### config.mk
export PLATFORM = sky130hd
export DESIGN_NAME = lp_lock_monitor
export DESIGN_NICKNAME = d
export VERILOG_FILES = /design/src/rtl/lp_lock_monitor.sv
export SDC_FILE = /design/constraint.sdc
export NUM_CORES = 1
export LEC_CHECK = 0
export ABC_AREA = 1
export BUFFER_PORTS_ARGS = -buffer_cell sky130_fd_sc_hd__clkbuf_2
export CORE_UTILIZATION = 50
export DETAILED_ROUTE_END_ITERATION = 6
export PLACE_DENSITY = 0.69
export SYNTH_ARGS = -nofsm -noshare
export SYNTH_HDL_FRONTEND = slang
export SYNTH_SLANG_ARGS = --single-unit
### constraint.sdc
create_clock -name clk -period 11.4 [get_ports clk]
set_input_delay 1.14 -clock clk [delete_from_list [all_inputs] [get_ports clk]]
set_output_delay 1.14 -clock clk [all_outputs]
set_load 0.01 [all_outputs]
### src/rtl/lp_lock_monitor.sv
// ---------------------------------------------------------------------------
// LpLockMonitor (module lp_lock_monitor)
//
// Purpose:
//    Tracks which logical process (LP) each simulation core is working on.
//    Keeps two cores from running events of the same LP at the same time.
//    A core dispatched an event whose LP is already owned by another active
//    core is stalled. When the owning core finishes, the waiter with the
//    oldest timestamp is released. The block also publishes the smallest
//    timestamp among active cores and a sticky protocol-error flag.
//
// Ports:
//    clk             in   clock
//    reset           in   synchronous active-high reset
//    msg             in   dispatched event (time in low bits, LP id above)
//    sent_msg_vld    in   msg is dispatched to core sent_core_id this cycle
//    sent_core_id    in   destination core
//    rcv_msg_vld     in   core rcv_core_id finished its event this cycle
//    rcv_core_id     in   finishing core
//    stall           out  per-core stall (includes same-cycle send conflict)
//    release_vld     out  one-cycle pulse, a stalled core was released
//    release_core_id out  released core
//    min_time        out  smallest timestamp among active cores (registered)
//    min_time_vld    out  at least one core active (registered)
//    active_cnt      out  number of active cores (registered)
//    proto_err       out  sticky protocol-violation flag
// ---------------------------------------------------------------------------
module lp_lock_monitor #(
   parameter int NUM_CORE = 4,
   parameter int NUM_LP   = 8,
   parameter int TIME_WID = 16,
   parameter int MSG_WID  = 32,
   localparam int NB_LP   = $clog2(NUM_LP),
   localparam int CW      = $clog2(NUM_CORE),
   localparam int AW      = $clog2(NUM_CORE + 1)
) (
   input  logic                clk,
   input  logic                reset,
   input  logic [MSG_WID-1:0]  msg,
   input  logic                sent_msg_vld,
   input  logic [CW-1:0]       sent_core_id,
   input  logic                rcv_msg_vld,
   input  logic [CW-1:0]       rcv_core_id,
   output logic [NUM_CORE-1:0] stall,
   output logic                release_vld,
   output logic [CW-1:0]       release_core_id,
   output logic [TIME_WID-1:0] min_time,
   output logic                min_time_vld,
   output logic [AW-1:0]       active_cnt,
   output logic                proto_err
);

   // Per-core table and registered outputs.
   logic [TIME_WID-1:0] evTime_q [NUM_CORE];
   logic [TIME_WID-1:0] evTime_d [NUM_CORE];
   logic [NB_LP-1:0]    lp_q     [NUM_CORE];
   logic [NB_LP-1:0]    lp_d     [NUM_CORE];
   logic [NUM_CORE-1:0] active_q,  active_d;
   logic [NUM_CORE-1:0] stalled_q, stalled_d;
   logic                protoErr_q, protoErr_d;
   logic                relVld_q,   relVld_d;
   logic [CW-1:0]       relId_q,    relId_d;
   logic [TIME_WID-1:0] minTime_q;
   logic                minVld_q;
   logic [AW-1:0]       activeCnt_q, activeCnt_d;

   // Decoded request fields.
   logic [TIME_WID-1:0] msgTime;
   logic [NB_LP-1:0]    msgLp;
   logic                rcvOk;
   logic                rcvBad;
   logic [NUM_CORE-1:0] rcvOh;
   logic [NUM_CORE-1:0] waiters;
   logic                relFound;
   logic [CW-1:0]       relIdx;
   logic [TIME_WID-1:0] relBestTime;
   logic                sendConflict;
   logic                sendBad;
   logic [NUM_CORE-1:0] conflictOh;

   // Only the time and LP fields of msg are meaningful here.
   logic unusedMsg;
   assign unusedMsg = ^msg;

   assign msgTime = msg[TIME_WID-1:0];
   assign msgLp   = msg[TIME_WID +: NB_LP];

   // Receive decode: a finish from an inactive core is a protocol error
   // and must not disturb the table or trigger a release.
   always_comb begin
      rcvOk  = rcv_msg_vld &&  active_q[rcv_core_id];
      rcvBad = rcv_msg_vld && !active_q[rcv_core_id];
      rcvOh  = '0;
      if (rcvOk) begin
         rcvOh[rcv_core_id] = 1'b1;
      end
   end

   // Waiter selection: among stalled cores on the finishing core's LP,
   // pick the smallest timestamp. The strict less-than keeps the lowest
   // core index on ties because cores are scanned in ascending order.
   always_comb begin
      waiters     = '0;
      relFound    = 1'b0;
      relIdx      = '0;
      relBestTime = '0;
      for (int j = 0; j < NUM_CORE; j++) begin
         waiters[j] = rcvOk && active_q[j] && stalled_q[j] && !rcvOh[j] &&
                      (lp_q[j] == lp_q[rcv_core_id]);
         if (waiters[j] && (!relFound || (evTime_q[j] < relBestTime))) begin
            relFound    = 1'b1;
            relIdx      = CW'(j);
            relBestTime = evTime_q[j];
         end
      end
   end

   // Send conflict check is done against the table as it looks after the
   // same-cycle receive: the finishing core no longer owns the LP, but a
   // waiter released by that receive still does.
   always_comb begin
      sendConflict = 1'b0;
      for (int j = 0; j < NUM_CORE; j++) begin
         if (sent_msg_vld && (CW'(j) != sent_core_id) && active_q[j] &&
             !rcvOh[j] && (lp_q[j] == msgLp)) begin
            sendConflict = 1'b1;
         end
      end
      sendBad    = sent_msg_vld && active_q[sent_core_id] && !rcvOh[sent_core_id];
      conflictOh = '0;
      if (sendConflict) begin
         conflictOh[sent_core_id] = 1'b1;
      end
   end

   // Next-state table update: receive first, then send, so a send may
   // overwrite a core that is finishing or being released in this cycle.
   always_comb begin
      evTime_d   = evTime_q;
      lp_d       = lp_q;
      active_d   = active_q;
      stalled_d  = stalled_q;
      protoErr_d = protoErr_q | rcvBad | sendBad;
      relVld_d   = relFound;
      relId_d    = relFound ? relIdx : relId_q;
      if (rcvOk) begin
         active_d[rcv_core_id]  = 1'b0;
         stalled_d[rcv_core_id] = 1'b0;
      end
      if (relFound) begin
         stalled_d[relIdx] = 1'b0;
      end
      if (sent_msg_vld) begin
         evTime_d[sent_core_id]  = msgTime;
         lp_d[sent_core_id]      = msgLp;
         active_d[sent_core_id]  = 1'b1;
         stalled_d[sent_core_id] = sendConflict;
      end
   end

   // Population count of the post-edge active vector.
   always_comb begin
      activeCnt_d = '0;
      for (int i = 0; i < NUM_CORE; i++) begin
         activeCnt_d = activeCnt_d + AW'(active_d[i]);
      end
   end

   // Minimum-time reduction tree over the current table, one level per
   // bit of the core index. Inactive leaves carry time 0 and lose every
   // comparison, so an all-inactive subtree also reports time 0.
   for (genvar l = 0; l <= CW; l++) begin : gLvl
      localparam int N = NUM_CORE >> l;
      logic [TIME_WID-1:0] nodeTime [N];
      logic [N-1:0]        nodeVld;
      for (genvar n = 0; n < N; n++) begin : gNode
         if (l == 0) begin : gLeaf
            assign nodeVld[n]  = active_q[n];
            assign nodeTime[n] = active_q[n] ? evTime_q[n] : '0;
         end else begin : gInner
            logic takeLeft;
            assign takeLeft = gLvl[l-1].nodeVld[2*n] &&
                              (!gLvl[l-1].nodeVld[2*n+1] ||
                               (gLvl[l-1].nodeTime[2*n] <= gLvl[l-1].nodeTime[2*n+1]));
            assign nodeVld[n]  = gLvl[l-1].nodeVld[2*n] | gLvl[l-1].nodeVld[2*n+1];
            assign nodeTime[n] = takeLeft ? gLvl[l-1].nodeTime[2*n]
                                          : gLvl[l-1].nodeTime[2*n+1];
         end
      end
   end

   // State register with synchronous reset; reset drops every waiter
   // without producing release pulses.
   always_ff @(posedge clk) begin
      if (reset) begin
         for (int i = 0; i < NUM_CORE; i++) begin
            evTime_q[i] <= '0;
            lp_q[i]     <= '0;
         end
         active_q    <= '0;
         stalled_q   <= '0;
         protoErr_q  <= 1'b0;
         relVld_q    <= 1'b0;
         relId_q     <= '0;
         minTime_q   <= '0;
         minVld_q    <= 1'b0;
         activeCnt_q <= '0;
      end else begin
         evTime_q    <= evTime_d;
         lp_q        <= lp_d;
         active_q    <= active_d;
         stalled_q   <= stalled_d;
         protoErr_q  <= protoErr_d;
         relVld_q    <= relVld_d;
         relId_q     <= relId_d;
         minTime_q   <= gLvl[CW].nodeTime[0];
         minVld_q    <= gLvl[CW].nodeVld[0];
         activeCnt_q <= activeCnt_d;
      end
   end

   // The same-cycle conflict term is suppressed while reset is held.
   assign stall           = stalled_q | (reset ? '0 : conflictOh);
   assign release_vld     = relVld_q;
   assign release_core_id = relId_q;
   assign min_time        = minTime_q;
   assign min_time_vld    = minVld_q;
   assign active_cnt      = activeCnt_q;
   assign proto_err       = protoErr_q;

endmodule

==> out/qor.csv <==
metric,value,unit
status,"complete, no violations",
Initial Util,51.0,%
Max Slew Vio Count,0,
Syn Inst Count,1170,
GRT Util Overall,29.4,%
cts repair resizes,0,
ANT cells,0,
minimum clock period,7760,ps
post-DP HPWL,16000,µm
drt total wl,22500,µm
Worst setup EP type,register,
setup bufs post-CTS,0,
RSZ-0062 raised after global routing,no,
Worst Path Max Fanout,34,
maximum root-to-sink buffer count,2,
cts hold-fix bufs,0,
Clock Skew,10.2,ps
drt drc,0,
most frequent cells in the layout,"243 x nand2_1, 167 x o21ai_0, 139 x nor2_1",
worst reg2reg setup slack,4120,ps
Netlist cell types,40,
Synth Area per Inst,6.61,µm²
H-tree levels,3,
final worst-path cycle share,68.1,%
vias per cell,5.53,
maximum VDD drop,0.0799,mV
Final GP Congestion,0.896,
Most common cell on crit path,nand2_1,
Critical Path Slowest Stage Cell,o21ai_0,
Iter 0 DRT Violations,588,
synthesis-to-layout area growth,8.72,%
WHS,477,ps
Pre-Repair DR Iteration Count,5,
remaining antenna violation count after routing,0,
buffers and inverters on the worst path,3,
leakage,4.20,nW
Seq cells post-synth,108,
Core ar.,15100,µm²
Setup TNS,0,ps
initial antenna violation count,0,
layout cells sized above 1,8.79,%
"Reg clk slew, reported paths",70,ps
DR vias,7639,
Post-Syn Area,7730,µm²
Worst EP arrival,8060,ps
max incr delay on CP,410,ps
Clock Latency Late Sink,370,ps
Place WS,3400,ps
syn_nets,1306,
WL per Instance,16.3,µm
"crit path setup slack, layout",3640,ps
number of synthesis warnings,0,
largest net degree at the start of global routing,95,
startpoint types,primary input,
first-pass GRT wire length,36400,µm
CTS tree,yes,
PortBufs,54,
Die ar.,16000,µm²
max frequency,0.129,GHz
IO Count,68,
"commonest non-fill, non-tap cell in the layout",nand2_1,
worst hold-check path type,reg2reg,
Num CTS Buffers,9,
CTS root buf,clkbuf_16,
max_slew headroom,27.0,%
Sink Count,108,
kind of critical path,in2reg,
measured slew at the worst slew-check pin,1090,ps
register area share after synthesis,28.0,%
die height,126,µm
total grt overflow,0,
Final nets,1325,
Setup-failing EPs final,0,
pwr dens,108,nW/µm²
required time worst endpoint,11700,ps
max-cap viol count,0,
Design Power,0.906,mW
Row Count,45,
"delay-heaviest family, CP",compound AO/OA/AOI/OAI gates,
Final Hold Fails,0,
die extent in x,126,µm
vias in the first global route,7089,
-- power by group --
part / internal, mW / leakage (nW) / total [mW] / switching, mW
combinational: 0.0562 / 3.17 / 0.165 / 0.109
clock: 0.172 / 0.142 / 0.326 / 0.154
sequential: 0.398 / 0.883 / 0.415 / 0.0178
total: 0.625 / 4.20 / 0.906 / 0.281
-- worst paths after layout --
check        cells past startpoint            from            to
max                             40  rcv_core_id[0]  stalled_q[0]
max reg2reg                     38     active_q[3]  stalled_q[0]
min                              2     evTime_q[0]   evTime_q[0]
min reg2reg                      2     evTime_q[0]   evTime_q[0]
-- routing by layer --
metal	vias up	routed length [µm]	GRT usage [%]
li1	3912	-	-
met1	3475	10400	37.9
met2	220	10500	50.3
met3	32	1080	4.13
met4	0	561	10.2
met5	-	0	0
-- stage by stage --
step           instance area, µm²  util (%)  cells
6_report                     8410      55.5   1382
5_1_grt                      8410      55.5   1382
4_1_cts                      8410      55.5   1382
3_5_place_dp                 8100      53.5   1366
3_3_place_gp                 8100      53.5   1366
2_1_floorplan                7730         -   1170
-- area by class of cell --
class	instances	area, µm²
tap	188	235
inverter	127	477
multi-input combinational	877	4870
clock inverter	7	76.3
fill	1522	6740
timing repair buffer	66	360
clock buffer	9	225
sequential	108	2160
-- worst min-delay path, delay by kind of cell, from the launching register on --
kind | cells | cell delay [ps]
AOI/OAI and AO/OA | 1 | 60
DFF | 1 | 310
buffers and inverters | 1 | 60
-- sequential cells by signal, summed over array words and instances (netlist names) --
signal / flops
lp_q: 12
evTime_q: 64
min_time: 16
release_vld: 1
active_cnt: 3
min_time_vld: 1
proto_err: 1
stalled_q: 4
active_q: 4
release_core_id: 2
-- cell families (layout without fill, tap and decap cells) --
logic type / count (synthesis) / count (layout) / synth area share, %
buffers and inverters: 185 / 209 / 9.13
xor gates and xnor gates: 18 / 18 / 2.04
and+or+nand+nor: 475 / 475 / 25.1
AOI/OAI and AO/OA: 288 / 288 / 20.1
DFF: 108 / 108 / 28.0
adders and majority gates: 96 / 96 / 15.6
-- Yosys cell counts --
cell / instances / share of area [%]
nand2_1: 243 / 12
buf_6: 1 / 0.15
a2111oi_0: 1 / 0.11
a21oi_1: 92 / 6.0
nand4_1: 15 / 1.2
inv_1: 123 / 6.0
a2111oi_4: 1 / 0.36
xor2_1: 17 / 1.9
dfxtp_1: 108 / 28
a31oi_4: 1 / 0.28
a22oi_1: 1 / 0.097
a31oi_1: 2 / 0.16
nand3b_1: 1 / 0.097
o221ai_1: 1 / 0.11
clkbuf_1: 47 / 2.3
or2_2: 3 / 0.24
ha_1: 95 / 15
buf_1: 7 / 0.34
xnor2_1: 1 / 0.11
nand3_1: 50 / 3.2
nor3_1: 10 / 0.65
nor4_1: 3 / 0.24
buf_2: 3 / 0.19
o2111ai_1: 4 / 0.45
o211ai_1: 1 / 0.097
a21o_1: 1 / 0.097
a221oi_1: 1 / 0.11
nor2_2: 2 / 0.16
fa_1: 1 / 0.26
o22ai_1: 2 / 0.16
o21bai_1: 2 / 0.19
nand2_2: 8 / 0.65
nor3b_1: 1 / 0.097
o221a_2: 2 / 0.29
inv_2: 4 / 0.19
o21ai_0: 167 / 11
o21ai_1: 2 / 0.13
o31ai_1: 1 / 0.097
nor2_1: 139 / 6.7
a211oi_1: 6 / 0.58
No activity file was read; power rests on OpenSTA's default activity.
